--- src/rtl/bira_fault_ctrl.sv ---
// Fault-stream sequencer for the pivot/non-pivot fault CAM in the BIRA path.
// Accepts BIST faults, writes them one at a time into the CAM, tracks CAM
// occupancy, flags overflow as unrepairable and finally hands every valid
// pivot index to the spare-allocation analyzer.
//
// state      | meaning
// -----------+---------------------------------------------------------------
// S_IDLE     | no run since reset; waits for start
// S_CLEAR    | one cycle, early_term clears the CAM, run bookkeeping zeroed
// S_COLLECT  | bist_ready high, waits for the next fault
// S_WAIT_RSP | fault written to the CAM, waits for the allocation response
// S_ANALYZE  | offers pivot indices 0..pivot_cnt-1 to the analyzer
// S_DONE     | run finished, repairable; waits for start
// S_FAIL     | run finished, unrepairable; waits for start
module bira_fault_ctrl #(
    parameter int PCAM  = 8,
    parameter int NPCAM = 16,
    parameter int ROW_W = 10,
    parameter int COL_W = 10,
    parameter int BNK_W = 2,
    parameter int CNT_W = 16
) (
    input  logic                         clk,
    input  logic                         rst,
    input  logic                         start,
    input  logic                         bist_valid,
    output logic                         bist_ready,
    input  logic [ROW_W-1:0]             bist_row,
    input  logic [COL_W-1:0]             bist_col,
    input  logic [BNK_W-1:0]             bist_bnk,
    input  logic                         bist_last,
    output logic                         cam_wr,
    output logic [ROW_W-1:0]             cam_row,
    output logic [COL_W-1:0]             cam_col,
    output logic [BNK_W-1:0]             cam_bnk,
    input  logic                         cam_rsp_valid,
    input  logic [1:0]                   cam_rsp_type,
    output logic                         early_term,
    output logic                         ana_valid,
    input  logic                         ana_ready,
    output logic [$clog2(PCAM)-1:0]      ana_idx,
    output logic                         busy,
    output logic                         done,
    output logic                         fail,
    output logic [$clog2(PCAM+1)-1:0]    pivot_cnt,
    output logic [$clog2(NPCAM+1)-1:0]   npivot_cnt,
    output logic [CNT_W-1:0]             fault_cnt
);

    localparam int PCW  = $clog2(PCAM + 1);
    localparam int NPCW = $clog2(NPCAM + 1);

    localparam logic [1:0] RSP_MERGED = 2'b00;
    localparam logic [1:0] RSP_PIVOT  = 2'b01;
    localparam logic [1:0] RSP_NPIVOT = 2'b10;

    typedef enum logic [2:0] {
        S_IDLE,
        S_CLEAR,
        S_COLLECT,
        S_WAIT_RSP,
        S_ANALYZE,
        S_DONE,
        S_FAIL
    } state_t;

    state_t state, state_nxt;
    logic   last_seen;
    logic   fail_pulse;
    logic   rsp_fail;
    logic   idx_is_last;

    // A response overflows when the target CAM is already full; 11 is never legal.
    always_comb begin
        rsp_fail = 1'b0;
        case (cam_rsp_type)
            RSP_PIVOT:  rsp_fail = (pivot_cnt == PCW'(PCAM));
            RSP_NPIVOT: rsp_fail = (npivot_cnt == NPCW'(NPCAM));
            RSP_MERGED: rsp_fail = 1'b0;
            default:    rsp_fail = 1'b1;
        endcase
    end

    assign idx_is_last = (PCW'(ana_idx) == (pivot_cnt - PCW'(1)));

    // State register.
    always_ff @(posedge clk or posedge rst) begin
        if (rst) state <= S_IDLE;
        else     state <= state_nxt;
    end

    // Next-state decode and state-derived handshake/status outputs.
    always_comb begin
        state_nxt  = state;
        bist_ready = 1'b0;
        ana_valid  = 1'b0;
        busy       = 1'b0;
        case (state)
            S_IDLE, S_DONE, S_FAIL: begin
                if (start) state_nxt = S_CLEAR;
            end
            S_CLEAR: begin
                busy      = 1'b1;
                state_nxt = S_COLLECT;
            end
            S_COLLECT: begin
                busy       = 1'b1;
                bist_ready = 1'b1;
                if (bist_valid) state_nxt = S_WAIT_RSP;
            end
            S_WAIT_RSP: begin
                busy = 1'b1;
                if (cam_rsp_valid) begin
                    if (rsp_fail)       state_nxt = S_FAIL;
                    else if (last_seen) state_nxt = S_ANALYZE;
                    else                state_nxt = S_COLLECT;
                end
            end
            S_ANALYZE: begin
                busy = 1'b1;
                if (pivot_cnt == '0) begin
                    state_nxt = S_DONE;
                end else begin
                    ana_valid = 1'b1;
                    if (ana_ready && idx_is_last) state_nxt = S_DONE;
                end
            end
            default: state_nxt = S_IDLE;
        endcase
    end

    // CAM clear in CLEAR, plus a one-cycle pulse on the way into FAIL.
    assign early_term = (state == S_CLEAR) || fail_pulse;

    // Run datapath: CAM write port, occupancy/fault counters, analyzer index, result flags.
    always_ff @(posedge clk or posedge rst) begin
        if (rst) begin
            cam_wr     <= 1'b0;
            cam_row    <= '0;
            cam_col    <= '0;
            cam_bnk    <= '0;
            fault_cnt  <= '0;
            pivot_cnt  <= '0;
            npivot_cnt <= '0;
            ana_idx    <= '0;
            last_seen  <= 1'b0;
            done       <= 1'b0;
            fail       <= 1'b0;
            fail_pulse <= 1'b0;
        end else begin
            cam_wr     <= 1'b0;
            fail_pulse <= 1'b0;
            case (state)
                S_CLEAR: begin
                    fault_cnt  <= '0;
                    pivot_cnt  <= '0;
                    npivot_cnt <= '0;
                    ana_idx    <= '0;
                    last_seen  <= 1'b0;
                    done       <= 1'b0;
                    fail       <= 1'b0;
                end
                S_COLLECT: begin
                    if (bist_valid) begin
                        cam_wr    <= 1'b1;
                        cam_row   <= bist_row;
                        cam_col   <= bist_col;
                        cam_bnk   <= bist_bnk;
                        last_seen <= bist_last;
                        if (fault_cnt != '1) fault_cnt <= fault_cnt + CNT_W'(1);
                    end
                end
                S_WAIT_RSP: begin
                    if (cam_rsp_valid) begin
                        if (rsp_fail) begin
                            fail       <= 1'b1;
                            fail_pulse <= 1'b1;
                        end else begin
                            if (cam_rsp_type == RSP_PIVOT)  pivot_cnt  <= pivot_cnt + PCW'(1);
                            if (cam_rsp_type == RSP_NPIVOT) npivot_cnt <= npivot_cnt + NPCW'(1);
                            ana_idx <= '0;
                        end
                    end
                end
                S_ANALYZE: begin
                    if (pivot_cnt == '0) begin
                        done <= 1'b1;
                    end else if (ana_ready) begin
                        if (idx_is_last) done <= 1'b1;
                        else             ana_idx <= ana_idx + 1'b1;
                    end
                end
                default: ;
            endcase
        end
    end

endmodule

--- config.mk ---
export PLATFORM = sky130hd
export DESIGN_NAME = bira_fault_ctrl
export DESIGN_NICKNAME = d
export VERILOG_FILES = /design/src/rtl/bira_fault_ctrl.sv
export SDC_FILE = /design/constraint.sdc
export NUM_CORES = 1
export LEC_CHECK = 0
export CAP_MARGIN = 5
export CORE_AREA = 5 5 107 129
export CTS_BUF_LIST = sky130_fd_sc_hd__clkbuf_2 sky130_fd_sc_hd__clkbuf_4 sky130_fd_sc_hd__clkbuf_8
export DETAILED_ROUTE_END_ITERATION = 10
export DIE_AREA = 0 0 112 134
export SYNTH_ARGS = -nofsm -noshare
export SYNTH_HDL_FRONTEND = slang
export SYNTH_SLANG_ARGS = --single-unit
--- constraint.sdc ---
create_clock -name clk -period 2.1 [get_ports clk]
set_input_delay 0.42 -clock clk [delete_from_list [all_inputs] [get_ports clk]]
set_output_delay 0.42 -clock clk [all_outputs]
set_load 0.05 [all_outputs]
Word level (Yosys, flattened, before mapping)

Cells that the tools add are included.
W data, S select, Z words.

Flip-flop bits (word level): 58
Output and inout port bits: 57
Input bits: 31
Word-level logic and storage cells: 108

Eq/ne operators: 26
Add/subtract/negate cells: 5
Mux-type cells: 44
Reductions and logical operators: 20

Operators by type and width:

| cell                    | count |
|---|---|
| $mux W3                 | 12 |
| $mux W16                | 2 |
| $pmux W16 S2            | 1 |
| $ne A2 B2 Y1 const B    | 11 |
| $add A16 B1 Y16 const B | 1 |
| $ne A16 B16 Y1 const B  | 1 |
| $mux W1                 | 15 |
| $mux W5                 | 3 |
| $pmux W3 S5             | 1 |
| $mux W4                 | 3 |
| $reduce_and A4 Y1       | 3 |
| $pmux W5 S2             | 1 |
| $eq A3 B3 Y1 const B    | 3 |
| $ne A3 B3 Y1 const B    | 3 |
| $pmux W3 S3             | 1 |
| $reduce_and A3 Y1       | 3 |
| $pmux W4 S2             | 1 |
| $eq A3 B2 Y1 const B    | 2 |
| $pmux W1 S2             | 3 |
| $reduce_and A6 Y1       | 1 |
| $reduce_bool A2 Y1      | 3 |
| $add A5 B1 Y5 const B   | 1 |
| $eq A5 B5 Y1 const B    | 1 |
| $add A4 B1 Y4 const B   | 1 |
| 17 further kinds        | 18 |

Longest topological paths before layout

Gate-level depths: netlist (run 1).

Word-level depth: 6
Gate-level depth with buffers: 8
Gate-level depth less buffers: 8

Worst setup path before layout (run 1)

Ideal clock, no wire load.

Kind: reg-to-reg
Start point: register pivot_cnt[0]
End point: register state[0]
Data arrival time: 2.502 ns
Stages on the path, launching flop included: 8
Setup slack: -0.529 ns
Data required time: 1.973 ns
Clock period less this slack: 2.629 ns
Path buffers: 0
Library setup time: 0.127 ns
Path through: dfrtp_1 inv_1 ha_1 xor2_1 or4_4 a31oi_2 o221a_4 mux2_1

Longest elaborated chain between the ends: 5
Elaborated cells between the ends (all ways): 12
Those cells by class: 1 x add/sub; 3 x eq/ne; 5 x mux; 3 x reduce/logical

RTL lines:

| item                                                                     | line     | text |
|---|---|---|
| start: declaration                                                       | 45       | `output logic [$clog2(PCAM+1)-1:0] pivot_cnt,` |
| start signal: assignment                                                 | 179      | `if (cam_rsp_type == RSP_PIVOT) pivot_cnt <= pivot_cnt + PCW'(1);` |
| $sub A4 B1 Y4 / $eq A4 B4 Y1 (equally long branches)                     | 84, 77   |  |
| $eq A3 B4 Y1 / $pmux W1 S3 (equally long branches)                       | 84, 76   |  |
| $logic_and A1 B1 Y1 / $mux W3 (equally long branches)                    | 125, 114 |  |
| $ne A3 B3 Y1 (no source line) / $mux W3 (equally long branches)          | -        |  |
| $reduce_and A4 Y1 (no source line) / $pmux W3 S5 (equally long branches) | -        |  |
| end signal: assignment                                                   | 89       | `else state <= state_nxt;` |
| end: declaration                                                         | 67       | `state_t state, state_nxt;` |

Several ways; a longest one is shown, not always the timed one. The select of a mux whose other input is x is not followed.
A chain may end at the register's enable or synchronous reset.

Final worst setup path (run 1)

Start point: register pivot_cnt[1]
End point: output port pivot_cnt[1]

No word-level cell between the ends.

==> flow_summary.rst, run 1 <==
.. list-table::
   :header-rows: 1

   * - Metric
     - Value
   * - Die Wd
     - 112 um
   * - Count of cell types in the netlist
     - 57
   * - Half-perimeter wire length of the detailed placement result
     - 6.21 mm
   * - Standard cell core area
     - 12400 um2
   * - Total via count in the routed design
     - 2614
   * - Hold-fix buffers at CTS
     - 0
   * - Number of antenna repair diodes
     - 0
   * - Pins over their slew limit
     - 0
   * - Number of CTS-inserted buffers
     - 9
   * - Placed insts
     - 548
   * - Dominant cell by count in the synthesized netlist
     - dfrtp_1
   * - RSZ-0062 raised after global routing
     - true
   * - Critical Path AT
     - 1660 ps
   * - Power density normalized to cell area
     - 1470 nW/um2
   * - Synthesis-stage register bit count
     - 58
   * - Internal power
     - 3590 uW
   * - Synth Instances
     - 291
   * - Pin count of the biggest net entering global routing
     - 31
   * - Clock transition at path regs
     - 60 ps
   * - Vertical die dimension
     - 134 um
   * - Number of max-cap violations
     - 0
   * - Root Driver
     - clkbuf_8
   * - Drt pass-1 iters
     - 4
   * - Sw Ratio
     - 46.5%
   * - # rows
     - 45
   * - Clk_skew
     - 10.4 ps
   * - Yosys warning count
     - 0
   * - Fill count
     - 1268
   * - Proportion of register bits with asynchronous set or reset after synthesis
     - 100%
   * - Actual transition at the worst max-transition pin
     - 522 ps
   * - P_leak
     - 0.00198 uW
   * - Commonest cells in the synthesized netlist
     - dfrtp_1 (58), nor2_1 (28), mux2_2 (24), a21oi_1 (19), nand2_1 (16)
   * - Dpl ws
     - -41.1 ps
   * - Later-pin clock latency in the skew report
     - 340 ps
   * - Number of antenna violations at the first check in global routing
     - 0
   * - IO Pins
     - 88
   * - Final setup fails
     - 0
   * - Critical setup path kind
     - reg2out
   * - Sw Pwr
     - 3120 uW
   * - Slew HR
     - 65.1%
   * - Worst min-delay path class
     - in2async
   * - DR WL/cell
     - 14.5 um
   * - Biggest cell delay along the critical path
     - 810 ps
   * - First-iteration detailed-routing DRC count
     - 71
   * - Comb pwr share
     - 57.9%
   * - Power share of the sequential group
     - 27.4%
   * - Least setup slack across all paths after layout
     - 21.1 ps
   * - Maximum clock frequency
     - 481 MHz
   * - Via-per-instance ratio
     - 4.60
   * - Initial Utilization
     - 24.4%
   * - Post-layout min period
     - 2080 ps
   * - Max H-tree Level
     - 3
   * - Final Total Pwr
     - 6710 uW
   * - Cell area after synthesis
     - 3040 um2
   * - Average size of a mapped cell
     - 10.4 um2
   * - Final hold vios
     - 0
   * - Power share of the clock group
     - 14.6%
   * - Outcome
     - complete, no violations
   * - Final standard cell count with taps included and fillers excluded
     - 568
   * - Fraction of post-synthesis cell area in the top cell type by area
     - 47.8%
   * - Clk sinks
     - 58
   * - Post-synth top flop
     - dfrtp_1
   * - Slowest stage cell, crit path
     - clkdlybuf4s50_1
   * - Worst-path fanout max
     - 5
   * - Vias in the first global route
     - 2715
   * - Cell types occupying the most area after synthesis
     - dfrtp_1 (48%), mux2_2 (8.9%), nor2_1 (3.5%), a21oi_1 (3.1%), xnor2_1 (2.6%)
   * - Worst ir drop on vdd
     - 0.000728 V
   * - Wire length of the first global-routing pass
     - 13.6 mm
   * - Element type at the critical path start
     - flop
   * - Post-placement cell area
     - 4280 um2
   * - Worst path cell trace
     - buf_4 > clkdlybuf4s50_1
   * - CP Capture Type
     - primary output
   * - WL final
     - 8.26 mm
   * - EDFF count, synth
     - 0
   * - Final critical-path share of the clock period
     - 99.0%
   * - Area growth syn-to-layout
     - 49.9%
   * - Number of buffers between clock root and the deepest sink
     - 2
   * - Final weighted congestion in routability-driven placement
     - 0.821
   * - Layout cell share with drive strength beyond 1
     - 23.3%
   * - Final nets
     - 436
   * - Post-DRT Antenna Nets
     - 0
   * - Floorplan die area
     - 15000 um2
   * - Most area-hungry cell type in the Yosys netlist
     - dfrtp_1
   * - Total overflow reported by the global router
     - 0
   * - Required time worst endpoint
     - 1680 ps
   * - IO buf count
     - 87
   * - Area of all placed cells without fillers
     - 4550 um2
   * - DRC violations left
     - 0
   * - Register area share after synthesis
     - 47.8%
   * - CTS tree
     - built
   * - Syn nets
     - 328
   * - Overall routing resource usage
     - 11.2%
registers in the layout, indices dropped and copies added (netlist names):
name,cells
fail,1
cam_wr,1
last_seen,1
npivot_cnt,5
state,3
cam_row,10
pivot_cnt,4
cam_bnk,2
fail_pulse,1
done,1
ana_idx,3
cam_col,10
fault_cnt,16
worst paths after layout:
check	from	endpoint	slack, ps	depth (start not counted)
max	pivot_cnt[1]	pivot_cnt[1]	20	2
min	rst	cam_row[7]	440	2
max reg2reg	pivot_cnt[1]	state[0]	30	7
min reg2reg	cam_row[6]	cam_row[6]	500	1
max in group asynchronous	rst	state[0]	1160	3
min in group clk	cam_row[6]	cam_row[6]	500	1
final cells by class:
cell class | instances | area (um2) | area share [%]
clock buffer | 14 | 180 | 3.96
clock inverter | 2 | 10.0 | 0.220
inverter | 11 | 43.8 | 0.962
multi-input combinational | 208 | 1540 | 33.7
sequential | 58 | 1460 | 32.0
tap | 164 | 205 | 4.51
timing repair buffer | 111 | 1120 | 24.6
stage by stage:
| stage | utilization [%] | setup TNS [ps] | hold slack (ps) |
|---|---|---|---|
| 2_1_floorplan | - | -611 | 517 |
| 3_3_place_gp | 34.4 | -27.2 | 487 |
| 3_5_place_dp | 34.4 | -199 | 495 |
| 4_1_cts | 36.1 | -17.7 | 438 |
| 5_1_grt | 36.6 | -21.9 | 479 |
| 6_report | 36.6 | 0 | 438 |
cell families (layout without fill, tap and decap cells):
family | count (synthesis) | count (layout) | synth area share [%]
compound gates | 56 | 56 | 13.1
buf+inv | 25 | 138 | 3.42
simple gates | 100 | 100 | 17.7
fa+ha+maj | 6 | 6 | 2.47
flops | 58 | 58 | 47.8
xor+xnor | 16 | 16 | 4.61
mux | 30 | 30 | 10.9
metal layers:
layer / part of all wire, % / vias to the layer above / GRT usage, %
met1: 44 / 1273 / 13.9
li1: - / 1262 / -
met3: 4.7 / 16 / 2.62
met4: 2.2 / 0 / 5.54
met2: 50 / 63 / 18.2
met5: 0 / - / 0
timing repair:
item                                    CTS  global route
cloned                                    0             0
pin swaps                                 0             2
endpoints found under the setup margin    3             9
buffers inserted                          1             3
gates resized for setup                   7             8
worst max-delay path, delay by kind of cell (launching register included):
| kind | cells | cell delay (ps) |
|---|---|---|
| buffers and inverters | 2 | 950 |
| DFF | 1 | 370 |
cells in the final DEF, fill, tap and decap left out, types with 4 or more instances in the layout:
cell and n:
buf_4 26, mux2i_1 5, inv_1 7, nand4_1 4, xor2_1 7, mux2_2 24
xnor2_1 9, clkbuf_8 12, nand2b_1 4, and3_1 7, o21ai_0 9, a21oi_1 19
nand3_1 11, nor2_1 28, buf_12 7, nor3_1 7, nand2_1 16, dfrtp_1 55
ha_1 5, clkdlybuf4s50_1 74
power groups by stage:
| stage | logic [uW] | clock network [uW] | registers (uW) |
|---|---|---|---|
| 2_1_floorplan | 1260 | 0 | 3040 |
| 3_3_place_gp | 3780 | 0 | 1840 |
| 3_5_place_dp | 3840 | 0 | 1860 |
| 4_1_cts | 3840 | 1020 | 1850 |
| 5_1_grt | 4130 | 1070 | 1900 |
| 6_report | 3890 | 983 | 1840 |
(Power assumes the default switching activity.)
==> run 2, diff against run 1 <==
- CORE_AREA: 5 5 107 129 -> 3 3 105 127
- CTS_CLUSTER_SIZE: not set -> 10
- DIE_AREA: 0 0 112 134 -> 0 0 108 130
==> flow_summary.rst, run 2 (synthesis results as in run 1) <==
.. list-table::
   :header-rows: 1

   * - Metric
     - Value
   * - IO buf count
     - 87 (unchanged)
   * - Flip-flop count of the largest register, all copies and words added
     - 16 (unchanged)
   * - Number of CTS-inserted buffers
     - 9 (unchanged)
   * - Initial Utilization
     - 25.0% (+0.55 points)
   * - Clk sinks
     - 58 (unchanged)
   * - Via-per-instance ratio
     - 4.55 (-1.1%)
   * - DRC violations left
     - 0 (unchanged)
   * - Final weighted congestion in routability-driven placement
     - 0.820 (about the same)
   * - Number of max-cap violations
     - 0 (unchanged)
   * - Most frequent cells in the layout
     - clkdlybuf4s50_1 (73), dfrtp_1 (55), nor2_1 (28)
   * - Slew HR
     - 64.8% (-0.29 points)
   * - Required time worst endpoint
     - 1680 ps (about the same)
   * - DR WL/cell
     - 13.8 um (-4.8%)
   * - Final setup fails
     - 0 (unchanged)
   * - Overall routing resource usage
     - 11.3% (+0.10 points)
   * - Reg-to-reg setup timing slack
     - 70 ps (+40 ps)
   * - Root Driver
     - clkbuf_8
   * - Vertical die dimension
     - 130 um (-3.0%)
   * - CP Capture Type
     - primary output
   * - Drt pass-1 iters
     - 4 (unchanged)
   * - Placed insts
     - 544 (-0.73%)
   * - Power density normalized to cell area
     - 1470 nW/um2 (-0.27%)
   * - Number of antenna violations at the first check in global routing
     - 0 (unchanged)
   * - Actual transition at the worst max-transition pin
     - 526 ps (+3.55 ps)
   * - Worst ir drop on vdd
     - 0.000643 V (-12%)
   * - Max H-tree Level
     - 3 (unchanged)
   * - Final standard cell count with taps included and fillers excluded
     - 564 (-0.70%)
   * - Critical setup path kind
     - reg2out
   * - Wire length of the first global-routing pass
     - 12.5 mm (-8.1%)
   * - Final nets
     - 435 (-0.23%)
   * - Layout cell share with drive strength beyond 1
     - 22.3% (-0.93 points)
   * - Maximum clock frequency
     - 489 MHz (+1.6%)
   * - Number of buffers between clock root and the deepest sink
     - 2 (unchanged)
   * - Final critical-path share of the clock period
     - 97.4% (-1.6 points)
   * - IO Pins
     - 88 (unchanged)
   * - Worst min-delay path class
     - in2async
   * - Pins over their slew limit
     - 0 (unchanged)
   * - Total overflow reported by the global router
     - 0 (unchanged)
   * - Area of all placed cells without fillers
     - 4540 um2 (-0.36%)
   * - Half-perimeter wire length of the detailed placement result
     - 5.92 mm (-4.7%)
   * - Element type at the critical path start
     - flop
   * - Floorplan die area
     - 14000 um2 (-6.4%)
   * - Post-layout min period
     - 2050 ps (-32.9 ps)
   * - P_leak
     - 0.00198 uW (+0.24%)
   * - Hold-fix buffers at CTS
     - 0 (unchanged)
   * - Most flop-heavy register
     - fault_cnt
   * - Clk_skew
     - 11.1 ps (+0.710 ps)
   * - Clock transition at path regs
     - 60 ps (about the same)
   * - First-iteration detailed-routing DRC count
     - 104 (+46%)
   * - Final hold vios
     - 0 (unchanged)
   * - WL final
     - 7.81 mm (-5.5%)
   * - Largest registers ranked by flip-flop count
     - fault_cnt (16), cam_col (10), cam_row (10)
   * - RSZ-0062 raised after global routing
     - true
   * - Most common library cell in the layout ignoring fill and taps
     - clkdlybuf4s50_1
   * - CTS tree
     - built
   * - Post-DRT Antenna Nets
     - 0 (unchanged)
   * - Critical Path AT
     - 1630 ps (-30 ps)
   * - # rows
     - 44 (-2.2%)
   * - Worst-path fanout max
     - 5 (unchanged)
   * - Area growth syn-to-layout
     - 49.4%
   * - Number of antenna repair diodes
     - 0 (unchanged)
   * - Standard cell core area
     - 12200 um2 (-2.2%)
   * - Outcome
     - complete, no violations
   * - Later-pin clock latency in the skew report
     - 330 ps (about the same)
   * - Total via count in the routed design
     - 2568 (-1.8%)
   * - Vias in the first global route
     - 2599 (-4.3%)
   * - Post-placement cell area
     - 4270 um2 (-0.20%)
   * - Die Wd
     - 108 um (-3.6%)
   * - Pin count of the biggest net entering global routing
     - 31 (unchanged)
-- run 2: cell type report --
cell class / count / area, um2
multi-input cells: 208 / 1530
clock buffers: 14 / 180
inverters: 11 / 41.3
fillers: 1216 / 7630
well taps: 161 / 201
repair buffers: 110 / 1120
clock inverters: 2 / 10.0
flip-flops and latches: 58 / 1460
-- run 2: per-stage QoR --
step	hold slack, ps	util, %	total power, uW	setup TNS [ps]	setup WS, ps
after floorplan	517	-	4300	-611	-176
after global placement	488	35.1	5620	-6.61	-6.61
after detailed placement	496	35.1	5680	-59.1	-38.2
after CTS	436	36.9	6730	0	4.92
after global routing	472	37.3	7070	-2.59	-2.59
final	437	37.3	6670	0	54.0
-- run 2: final timing paths --
path                               from            to  cells past startpoint
max in group asynchronous           rst  pivot_cnt[1]                      3
max                        pivot_cnt[1]  pivot_cnt[1]                      2
min                                 rst    cam_col[8]                      2
max reg2reg                pivot_cnt[1]      state[0]                      7
min in group clk             cam_col[4]    cam_col[4]                      1
min reg2reg                  cam_col[4]    cam_col[4]                      1
-- run 2: worst max-delay path, stage by stage (launching register included) --
cell             delay [ps]
dfrtp_2                 370
buf_4                   140
clkdlybuf4s50_1         800
-- run 2: layer usage --
| layer | GRT usage, % | wire length [um] | vias to the layer above |
|---|---|---|---|
| met3 | 2.92 | 380 | 10 |
| li1 | - | - | 1258 |
| met5 | 0 | 0 | - |
| met1 | 13.8 | 3310 | 1236 |
| met2 | 19.6 | 4020 | 64 |
| met4 | 3.34 | 90 | 0 |
-- run 2: repair_timing --
action | 4_1_cts | 5_1_grt
hold endpoints to repair | 0 | 0
setup endpoints to repair | 3 | 9
gates resized for setup | 8 | 6
setup buffers | 0 | 4
-- run 2: report_power, final --
group	switching, uW	internal (uW)	total [uW]
clock network	428	548	976
registers	318	1510	1830
logic	2340	1520	3860
==> run 3, diff against run 2 <==
- GPL_TIMING_DRIVEN: not set -> 0
==> flow_summary.rst, run 3 (synthesis results as in run 1) <==
.. list-table::
   :header-rows: 1

   * - Metric
     - Value
   * - Outcome
     - complete, no violations
   * - DR WL/cell
     - 14.5 um (+4.5%)
   * - Required time worst endpoint
     - 1680 ps (about the same)
   * - Post-placement cell area
     - 4140 um2 (-3.0%)
   * - Vertical die dimension
     - 130 um (unchanged)
   * - CTS tree
     - built
   * - IO Pins
     - 88 (unchanged)
   * - Final weighted congestion in routability-driven placement
     - 0.812 (-0.98%)
   * - Final nets
     - 434 (-0.23%)
   * - Element type at the critical path start
     - flop
   * - Worst reg-to-reg path cell count
     - 7 (unchanged)
   * - Area of all placed cells without fillers
     - 4520 um2 (-0.41%)
   * - Later-pin clock latency in the skew report
     - 330 ps (about the same)
   * - Area growth syn-to-layout
     - 48.8%
   * - WL final
     - 8.14 mm (+4.3%)
   * - Worst min-delay path class
     - in2async
   * - Post-DRT Antenna Nets
     - 0 (unchanged)
   * - Worst ir drop on vdd
     - 0.000595 V (-7.5%)
   * - Die Wd
     - 108 um (unchanged)
   * - Min Hold Slack
     - 506 ps (+69.0 ps)
   * - Routed length on met2
     - 4.08 mm (+1.5%)
   * - Wire length of the first global-routing pass
     - 13.1 mm (+4.6%)
   * - CP Capture Type
     - primary output
   * - Placed insts
     - 540 (-0.74%)
   * - P_leak
     - 0.00194 uW (-2.1%)
   * - Number of antenna repair diodes
     - 0 (unchanged)
   * - Number of antenna violations at the first check in global routing
     - 0 (unchanged)
   * - Max Used Layer
     - met4
   * - Post-layout min period
     - 2080 ps (+30.9 ps)
   * - Final setup fails
     - 0 (unchanged)
   * - Dpl ws
     - -740 ps (-701 ps)
   * - Via-per-instance ratio
     - 4.60 (+1.0%)
   * - Most frequent cells in the layout
     - clkdlybuf4s50_1 (77), dfrtp_1 (56), nor2_1 (26)
   * - Root Driver
     - clkbuf_8
   * - Critical Path AT
     - 1660 ps (+30 ps)
   * - Half-perimeter wire length of the detailed placement result
     - 5.93 mm (+0.18%)
   * - Power density normalized to cell area
     - 1500 nW/um2 (+1.7%)
   * - Vias in the first global route
     - 2571 (-1.1%)
   * - Drt pass-1 iters
     - 4 (unchanged)
   * - Final standard cell count with taps included and fillers excluded
     - 563 (-0.18%)
   * - Total overflow reported by the global router
     - 0 (unchanged)
   * - Number of CTS-inserted buffers
     - 9 (unchanged)
   * - Standard cell core area
     - 12200 um2 (unchanged)
   * - First-iteration detailed-routing DRC count
     - 127 (+22%)
   * - Most common library cell in the layout ignoring fill and taps
     - clkdlybuf4s50_1
   * - Maximum clock frequency
     - 481 MHz (-1.5%)
   * - # rows
     - 44 (unchanged)
   * - Floorplan die area
     - 14000 um2 (unchanged)
   * - Actual transition at the worst max-transition pin
     - 657 ps (+131 ps)
   * - Pin count of the biggest net entering global routing
     - 31 (unchanged)
   * - Layout cell share with drive strength beyond 1
     - 21.1% (-1.2 points)
   * - Number of max-cap violations
     - 0 (unchanged)
   * - Largest registers ranked by flip-flop count
     - fault_cnt (16), cam_col (10), cam_row (10)
   * - Clk_skew
     - 11.2 ps (+0.0991 ps)
   * - Clk sinks
     - 58 (unchanged)
   * - IO buf count
     - 87 (unchanged)
   * - Post-Route M1 WL
     - 3.61 mm (+9.2%)
   * - Clock transition at path regs
     - 70 ps (about the same)
   * - Core Util, Final
     - 37.1% (-0.15 points)
   * - Final critical-path share of the clock period
     - 98.9% (+1.5 points)
   * - Slew HR
     - 56.1% (-8.7 points)
   * - Worst-path fanout max
     - 10 (+5)
   * - Least setup slack across all paths after layout
     - 23.1 ps (-30.9 ps)
   * - Critical setup path kind
     - reg2out
   * - Pins over their slew limit
     - 0 (unchanged)
   * - DRC violations left
     - 0 (unchanged)
   * - Initial Utilization
     - 25.0% (unchanged)
   * - Final hold vios
     - 0 (unchanged)
   * - Routed length on met3
     - 346 um (-8.9%)
   * - Total via count in the routed design
     - 2589 (+0.82%)
   * - Overall routing resource usage
     - 11.8% (+0.53 points)
   * - Max H-tree Level
     - 3 (unchanged)
   * - Most flop-heavy register
     - fault_cnt
   * - Number of buffers between clock root and the deepest sink
     - 2 (unchanged)
   * - Flip-flop count of the largest register, all copies and words added
     - 16 (unchanged)
   * - RSZ-0062 raised after global routing
     - true
## run 3: changes by cell type in the layout (fill, tap and decap cells not counted), moves of 2 or more
cell	delta
clkdlybuf4s50_1	+4
clkinvlp_4	+2
buf_12	-6
buf_2	+3
nor2_1	-2
clkbuf_1	+5
buf_6	+4
buf_4	-14
## run 3: repair_timing
action / CTS / global route
buffers inserted: 5 / 2
hold buffers: 0 / 0
endpoints found under the setup margin: 10 / 10
endpoints found under the hold margin: 0 / 0
gates resized for setup: 41 / 19
## run 3: final cells by class
cell class / count / area, um2
multi-input cells: 208 / 1570
clock buffers: 12 / 159
inverters: 11 / 41.3
clock inverters: 4 / 50.0
flip-flops and latches: 58 / 1450
well taps: 161 / 201
plain buffers: 14 / 97.6
repair buffers: 95 / 948
fillers: 1208 / 7650
## run 3: final timing paths
kind                       slack (ps)           end          from
max                                20    early_term      state[1]
min                               510    cam_bnk[0]           rst
max reg2reg                        30      state[0]  pivot_cnt[0]
min reg2reg                       510    cam_col[0]    cam_col[0]
max in group asynchronous         990  fault_cnt[0]           rst
min in group clk                  510    cam_col[0]    cam_col[0]
## run 3: critical path, cell delays in order, from the launching register on
cell and delay (ps):
dfrtp_1 330, buf_4 150, buf_8 140, nor2_4 50, clkbuf_8 160, or2_2 310, buf_6 160
## run 3: routing by layer
metal,track usage (%),up-vias
li1,-,1255
met1,15.5,1266
met2,19.5,59
met3,2.38,9
met4,4.01,0
met5,0,-
## run 3: where the power goes
part	internal [uW]	switching, uW	total (uW)
clock network	624	460	1080
registers	1510	313	1820
logic	1460	2390	3850
## run 3: through the flow
stage / power [uW] / setup TNS (ps)
finish: 6760 / 0
global route: 7140 / -115
CTS: 6710 / -56.6
detailed placement: 5500 / -2770
global placement: 5450 / -56600
floorplan: 4300 / -611
